--- config.mk ---
export PLATFORM = sky130hd
export DESIGN_NAME = instr_fetch_unit
export DESIGN_NICKNAME = d
export VERILOG_FILES = /design/src/rtl/instr_fetch_unit.sv
export SDC_FILE = /design/constraint.sdc
export NUM_CORES = 1
export LEC_CHECK = 0
export CORE_ASPECT_RATIO = 0.5
export CORE_MARGIN = 4
export CORE_UTILIZATION = 50
export DETAILED_ROUTE_END_ITERATION = 8
export PLACE_DENSITY = 0.93
export SLEW_MARGIN = 10
export SYNTH_ARGS = -nofsm -noshare
export SYNTH_HDL_FRONTEND = slang
export SYNTH_SLANG_ARGS = --single-unit
--- constraint.sdc ---
create_clock -name clk -period 4.5 [get_ports clk]
set_input_delay 0.675 -clock clk [delete_from_list [all_inputs] [get_ports clk]]
set_output_delay 0.675 -clock clk [all_outputs]
set_load 0.03 [all_outputs]
--- src/rtl/instr_fetch_unit.sv ---
// instr_fetch_unit: fetch/sequencer stage that owns the PC and the link register.
// It fetches one 16-bit instruction over a req/valid handshake, holds it for one
// decode phase, then takes the decoder's branchSel/lr_we to choose the next PC.
// Ports:
//   clk, rst         - clock, synchronous active-high reset
//   imem_req/addr    - fetch request and address (addr is always pc)
//   imem_valid/rdata - fetch response, sampled only while fetching
//   op, instr        - latched instruction word and its opcode field
//   instr_valid      - high throughout the decode phase
//   pc, lr           - current instruction address, link register
//   branchSel, lr_we - next-PC select and link write, used when leaving decode
//   stall            - holds the current instruction in decode
//   retired          - wrapping count of instructions that left decode
module instr_fetch_unit #(
    parameter int ADDR_W = 16,
    parameter logic [ADDR_W-1:0] RESET_PC = '0
) (
    input  logic              clk,
    input  logic              rst,
    output logic              imem_req,
    output logic [ADDR_W-1:0] imem_addr,
    input  logic              imem_valid,
    input  logic [15:0]       imem_rdata,
    output logic [3:0]        op,
    output logic [15:0]       instr,
    output logic              instr_valid,
    output logic [ADDR_W-1:0] pc,
    output logic [ADDR_W-1:0] lr,
    input  logic [1:0]        branchSel,
    input  logic              lr_we,
    input  logic              stall,
    output logic [15:0]       retired
);
    typedef enum logic [1:0] {IDLE, FETCH, DECODE} state_t;
    state_t            state_q, state_d;
    logic [ADDR_W-1:0] pc_q, pc_d, lr_q, lr_d, pc_inc;
    logic [15:0]       instr_q, instr_d, retired_q, retired_d;
    logic [11:0]       tgt;
    assign pc_inc = pc_q + ADDR_W'(2);
    // Branch target is the halfword-aligned 12-bit field, resized to the PC width.
    assign tgt = {instr_q[11:1], 1'b0};
    always_comb begin
        state_d   = state_q;
        pc_d      = pc_q;
        lr_d      = lr_q;
        instr_d   = instr_q;
        retired_d = retired_q;
        case (state_q)
            IDLE: state_d = FETCH;
            FETCH: if (imem_valid) begin
                instr_d = imem_rdata;
                state_d = DECODE;
            end
            DECODE: if (!stall) begin
                // Both sides read the old lr/pc, so branchSel=2 with lr_we swaps them.
                pc_d      = branchSel == 2'd1 ? ADDR_W'(tgt) : branchSel == 2'd2 ? lr_q : pc_inc;
                lr_d      = lr_we ? pc_inc : lr_q;
                retired_d = retired_q + 16'd1;
                state_d   = FETCH;
            end
            default: state_d = IDLE;
        endcase
    end
    always_ff @(posedge clk) begin
        if (rst) begin
            state_q   <= IDLE;
            pc_q      <= RESET_PC;
            lr_q      <= '0;
            instr_q   <= '0;
            retired_q <= '0;
        end else begin
            state_q   <= state_d;
            pc_q      <= pc_d;
            lr_q      <= lr_d;
            instr_q   <= instr_d;
            retired_q <= retired_d;
        end
    end
    assign imem_req    = state_q == FETCH;
    assign instr_valid = state_q == DECODE;
    assign imem_addr   = pc_q;
    assign pc          = pc_q;
    assign lr          = lr_q;
    assign instr       = instr_q;
    assign op          = instr_q[15:12];
    assign retired     = retired_q;
endmodule

==> key figures, run 1 <==
Run status
  • Status: complete, no violations

Finish
  • Commonest non-fill, non-tap cell in the layout: clkdlybuf4s50_1
  • Finished Layout Cells: 587
  • Layout cells sized above 1: about 4.6%
  • P&R area growth vs syn: 36.4%
  • Fin area: 0.00452 mm²
  • Nets: 521
  • Most frequent cells in the layout: clkdlybuf4s50_1 (107), dfxtp_1 (66), nand2_1 (65)
  • Fillers: ~430
  • Antenna diode count: 0

Place
  • Final GP Congestion: 0.882
  • DP HPWL: roughly 6 mm
  • Port bufs: 108
  • Placed Area: 0.00424 mm²
  • Post-Place Cells: 571

Critical path
  • Arrival @ worst endpoint: 3000 ps
  • Crit path capture: lr[0]
  • Worst R2R End: lr[0]
  • Slowest library cell on the worst path: and2_1
  • Crit-path max FO: 30
  • CP peak stage delay: 890 ps
  • Stages on worst setup path: 6
  • Worst Setup SP: stall
  • CP delay by family, top: simple AND/OR/NAND/NOR gates
  • CP Buf/Inv Count: 2
  • Crit Reg-Reg Startpoint: state_q[1]
  • Worst setup path class: input port to flip-flop
  • Reg2reg setup slack: between 2000 and 2500 ps
  • Worst reg2reg path depth: 5
  • Req. time, crit path: roughly 4700 ps
  • Crit. End Element: flip-flop
  • Ordered cell list for the critical path: clkdlybuf4s50_1, nor3b_2, buf_4, and2_1, mux2i_1, nor2_1
  • Crit start category: input port

STA
  • Highest clock rate: 358 MHz
  • RSZ-0062 raised after global routing: false
  • Setup violations, final: 0
  • Max Clock Skew: 5.81 ps
  • Slew Limit Fails: 0
  • Final hold violations: 0
  • Setup_tns: 0 ps
  • Worst slew margin: 28.5%
  • Worst-margin pin slew: between 1000 and 1500 ps
  • Final worst path period need: 2790 ps
  • Period Utilization, post-route: 62.0%

Drt
  • Avg Vias per Cell: about 5.6
  • DRC violations left: 0
  • Initial DRC Count: 407
  • Via count: 3289
  • DR WL/cell: 16.0 µm
  • Final wirelength: 9.41 mm
  • Routed wl met2: 4.67 mm
  • Pre-antenna DRT Iters: 5
  • Met3 wire length: between 500 and 600 µm
  • DRT met1 WL: 3.96 mm
  • Highest routing layer actually used: met4
  • DRT antenna net count: 0

Synthesis
  • Area contributors post-synth: dfxtp_1 (40%), nand2_1 (7.4%), nor2_1 (5.3%)
  • Mapped Area: 0.00332 mm²
  • Post-synthesis cell type with the largest combined area: dfxtp_1
  • Post-synth EDFFs: 0
  • Yosys warns: 0
  • Synth Register Bits: between 60 and 70
  • Top FF cell, synth: dfxtp_1
  • Synthesized Nets: 451
  • Library cells used by synthesis: 44
  • Synth Instances: 424
  • Register area share after synthesis: 39.8%
  • Yosys top cell area share: 39.8%
  • Mean area per synthesized cell: 7.82 µm²
  • Synth async-reset ratio: 0%

Power and ir drop
  • Worst VDD drop: 0.251 mV
  • PwrDens: approximately 310 mW/mm²
  • P_leak: ~0.0015 µW

Floorplan
  • Initial Util: around 53%
  • # rows: 20
  • Width of the chip: 123 µm
  • Die Ht: 65.6 µm
  • CORE AREA: 0.00626 mm²
  • # IOs: 109
  • Die ar.: 0.00808 mm²

Clock network
  • Cts repair resizes: 0
  • Clk Latency, worst-skew pair: ~330 ps
  • Clock Pin Slew Worst Setup and Hold Paths: approximately 50 ps
  • Hold buffer count at cts: 0
  • CTS Buffer Depth: 2
  • CTS Buf Count: 9
  • Post-CTS Setup Inserts: 0
  • Clk sinks: 66
  • Root Buffer: clkbuf_16
  • CTS tree: built
  • # H-tree levels: 3

Worst hold path
  • HP Class: flip-flop to flip-flop

Global routing
  • Vias in the first global route: 3091
  • First-pass GRT wire length: 15.3 mm
  • Total global routing overflow: 0
  • Largest net degree at the start of global routing: 41
  • Initial antenna violation count: 0
  • GR Util All Layers: between 20% and 30%

Flow run
  • Max-Cap Viols: 0
==> registers in the layout, summed over array words and instances (netlist names) <==
| name | cells |
|---|---|
| imem_addr | 16 |
| instr | 16 |
| lr | 16 |
| retired | 16 |
| state_q | 2 |
==> layout make-up <==
cell class	count	area, µm²	share of cell area (%)
clock inverters	6	42.5	0.941
well taps	88	110	2.43
clock buffers	10	239	5.28
multi-input cells	301	1700	37.5
repair buffers	110	1090	24.1
flip-flops and latches	66	1320	29.2
inverters	6	22.5	0.498
==> logic make-up after synthesis <==
group	count (synthesis)	share of synthesized area, %
and+or+nand+nor	183	25.9
AOI/OAI and AO/OA	89	16.8
DFF	66	39.8
buffers and inverters	57	9.17
xor gates and xnor gates	21	5.55
muxes	4	1.21
adders and majority gates	4	1.51
==> worst min path at each step <==
stage | from | endpoint | slack [ps] | cells past startpoint
after floorplan | imem_addr[0] | imem_addr[0] | 480 | 2
after global placement | instr[0] | instr[0] | 440 | 2
after detailed placement | instr[0] | instr[0] | 460 | 2
after CTS | instr[0] | instr[0] | 470 | 2
after global routing | instr[13] | instr[13] | 500 | 2
final | instr[0] | instr[0] | 470 | 2
==> synth_stat cells, types with 2 or more instances <==
cell type / n
a211o_1: 2
a211oi_1: 17
a21oi_1: 34
a221oi_1: 4
and2_1: 2
and3_1: 5
buf_1: 2
buf_2: 3
buf_4: 21
clkbuf_1: 24
dfxtp_1: 66
ha_1: 4
inv_1: 6
mux2i_1: 4
nand2_1: 65
nand2b_1: 3
nand3_1: 15
nand4_1: 4
nor2_1: 47
nor2b_1: 6
nor3_1: 7
nor4_1: 7
o21ai_0: 17
o221ai_1: 2
o2bb2ai_1: 3
o31ai_1: 5
or2_2: 2
or3_1: 7
or4_1: 6
xnor2_1: 12
xor2_1: 9
==> worst reg2reg max path, delay by kind of cell (launching register included) <==
family                 cells  cell delay [ps]
buffers and inverters      1              320
muxes                      1              350
DFF                        1              400
and+or+nand+nor            3             1170
==> through the flow <==
step	util (%)	setup WS, ps	total power, µW	hold WS (ps)
6_report	72.3	1710	1390	470
4_1_cts	72.3	1740	1400	468
3_3_place_gp	67.8	1510	755	444
5_1_grt	72.3	1540	1440	496
3_5_place_dp	67.8	1470	758	461
2_1_floorplan	-	2330	701	476
==> layer usage <==
layer / track usage (%) / vias to the layer above
met1: 29.4 / 1552
met4: 8.28 / 0
met3: 6.45 / 21
li1: - / 1594
met2: 40.7 / 122
met5: 0 / -
==> where the power goes <==
part	total [µW]	internal (µW)	switching (µW)
combinational	140	57.2	83.0
clock	645	387	258
sequential	609	596	12.8
total	1390	1040	354
No activity file was read; power rests on OpenSTA's default activity.
==> inputs of run 2 (changes only) <==
CORE_UTILIZATION = 42   (was 50)
PLACE_DENSITY = 0.84   (was 0.93)
clock period = 2.2 ns   (was 4.5 ns; I/O delays follow)
==> key figures, run 2 (synthesized netlist as in run 1, its figures left out) <==
Run status
  • Status: complete, no violations

STA
  • RSZ-0062 raised after global routing: false
  • Worst-margin pin slew: 408 ps
  • Final hold violations: 0
  • Worst slew margin: 72.8%
  • Slew Limit Fails: 0
  • Highest clock rate: 502 MHz
  • Max Clock Skew: just under 8 ps
  • Worst hold margin: 418 ps
  • Final worst path period need: between 1500 and 2000 ps
  • Setup violations, final: 0
  • Period Utilization, post-route: 90.5%
  • Setup_tns: 0 ps
  • Post-layout worst setup margin: between 200 and 250 ps

Clock network
  • CTS Buffer Depth: 2
  • CTS tree: built
  • Clk Latency, worst-skew pair: between 300 and 400 ps
  • Clock Pin Slew Worst Setup and Hold Paths: 50 ps
  • Clk sinks: 66
  • Post-CTS Setup Inserts: 0
  • Cts repair resizes: 0
  • Hold buffer count at cts: 0
  • CTS Buf Count: 9
  • # H-tree levels: 3
  • Root Buffer: clkbuf_16

Critical path
  • Crit-path max FO: 7
  • Arrival @ worst endpoint: roughly 1700 ps
  • Worst reg2reg path depth: 4
  • Req. time, crit path: ~1900 ps
  • Worst setup path class: flip-flop to primary output
  • Reg2reg setup slack: about 260 ps
  • Crit start category: flip-flop
  • Crit. End Element: primary output

Power and ir drop
  • P_leak: ~0.0016 µW
  • Worst VDD drop: 0.411 mV
  • PwrDens: 648 mW/mm²

Place
  • Final GP Congestion: 0.851
  • Port bufs: 108
  • Place WS: -24.8 ps
  • DP HPWL: ~6.6 mm

Global routing
  • Initial antenna violation count: 0
  • First-pass GRT wire length: 15.3 mm
  • Vias in the first global route: 3022
  • Total global routing overflow: 0
  • Largest net degree at the start of global routing: 40
  • GR Util All Layers: 19.6%

Drt
  • DRC violations left: 0
  • Initial DRC Count: 322
  • DR WL/cell: 14.7 µm
  • Final wirelength: 9.16 mm
  • Pre-antenna DRT Iters: 4
  • Avg Vias per Cell: 5.26
  • DRT antenna net count: 0
  • Via count: 3285

Worst hold path
  • HP Class: input port to flip-flop
  • Hold-critical path depth: 2

Floorplan
  • # IOs: between 100 and 150
  • Die Ht: 70.8 µm
  • CORE AREA: 0.00749 mm²
  • Die ar.: 0.00947 mm²
  • Initial Util: 44.3%
  • Width of the chip: 134 µm
  • # rows: 22

Finish
  • P&R area growth vs syn: 43.5%
  • Nets: 539
  • Antenna diode count: 0
  • Layout cells sized above 1: ~7.5%
  • Most frequent cells in the layout: clkdlybuf4s50_1 (107), dfxtp_1 (66), nand2_1 (65)
  • Final core utilization: 63.6%
  • Commonest non-fill, non-tap cell in the layout: clkdlybuf4s50_1

Flow run
  • Max-Cap Viols: 0
## run 2: cell types whose count changed in the layout (fill, tap and decap cells not counted), sizes merged
cell    before  now
buf          3   21
clkinv       4    0
bufinv       0    2
clkbuf      10   12
## run 2: per-layer routing
metal / global-route usage, % / vias to the layer above / part of all wire [%]
met5: 0 / - / 0
met3: 4.97 / 13 / 5.4
met4: 5.70 / 0 / 1.1
met2: 33.3 / 88 / 50
li1: - / 1632 / -
met1: 25.1 / 1552 / 44
## run 2: where the power goes
group / internal, µW / switching [µW]
sequential: 1220 / 22.4
clock: 1020 / 513
combinational: 133 / 172
## run 2: stage by stage
step                      power [µW]  cells  instance area (µm²)
final                           3080    625                 4760
after global routing            3170    625                 4760
after CTS                       3110    625                 4760
after detailed placement        1570    609                 4440
after global placement          1570    609                 4440
after floorplan                 1430    424                 3320
## run 2: worst paths after layout
path | startpoint | to
setup / recovery | state_q[1] | instr_valid
hold / removal | rst | instr[13]
setup reg to reg | imem_addr[6] | imem_addr[14]
hold reg to reg | instr[0] | instr[0]
## run 2: area by class of cell
cell class                      count  area [µm²]
Fill cell                         662        2730
Multi-Input combinational cell    301        1700
Sequential cell                    66        1320
Timing Repair Buffer              128        1260
Clock buffer                       12         246
Tap cell                          108         135
Clock inverter                      4        75.1
Inverter                            6        22.5
## run 2: worst max-delay path, stage by stage (launching register included)
cell             delay, ps
dfxtp_1                410
nor2b_1                200
clkdlybuf4s50_1        720
==> inputs of run 3 (changes only) <==
HOLD_SLACK_MARGIN = 0.05   (was default)
==> results of run 3 <==
No change in the layout: final DEF, timing and power equal those of run 2.
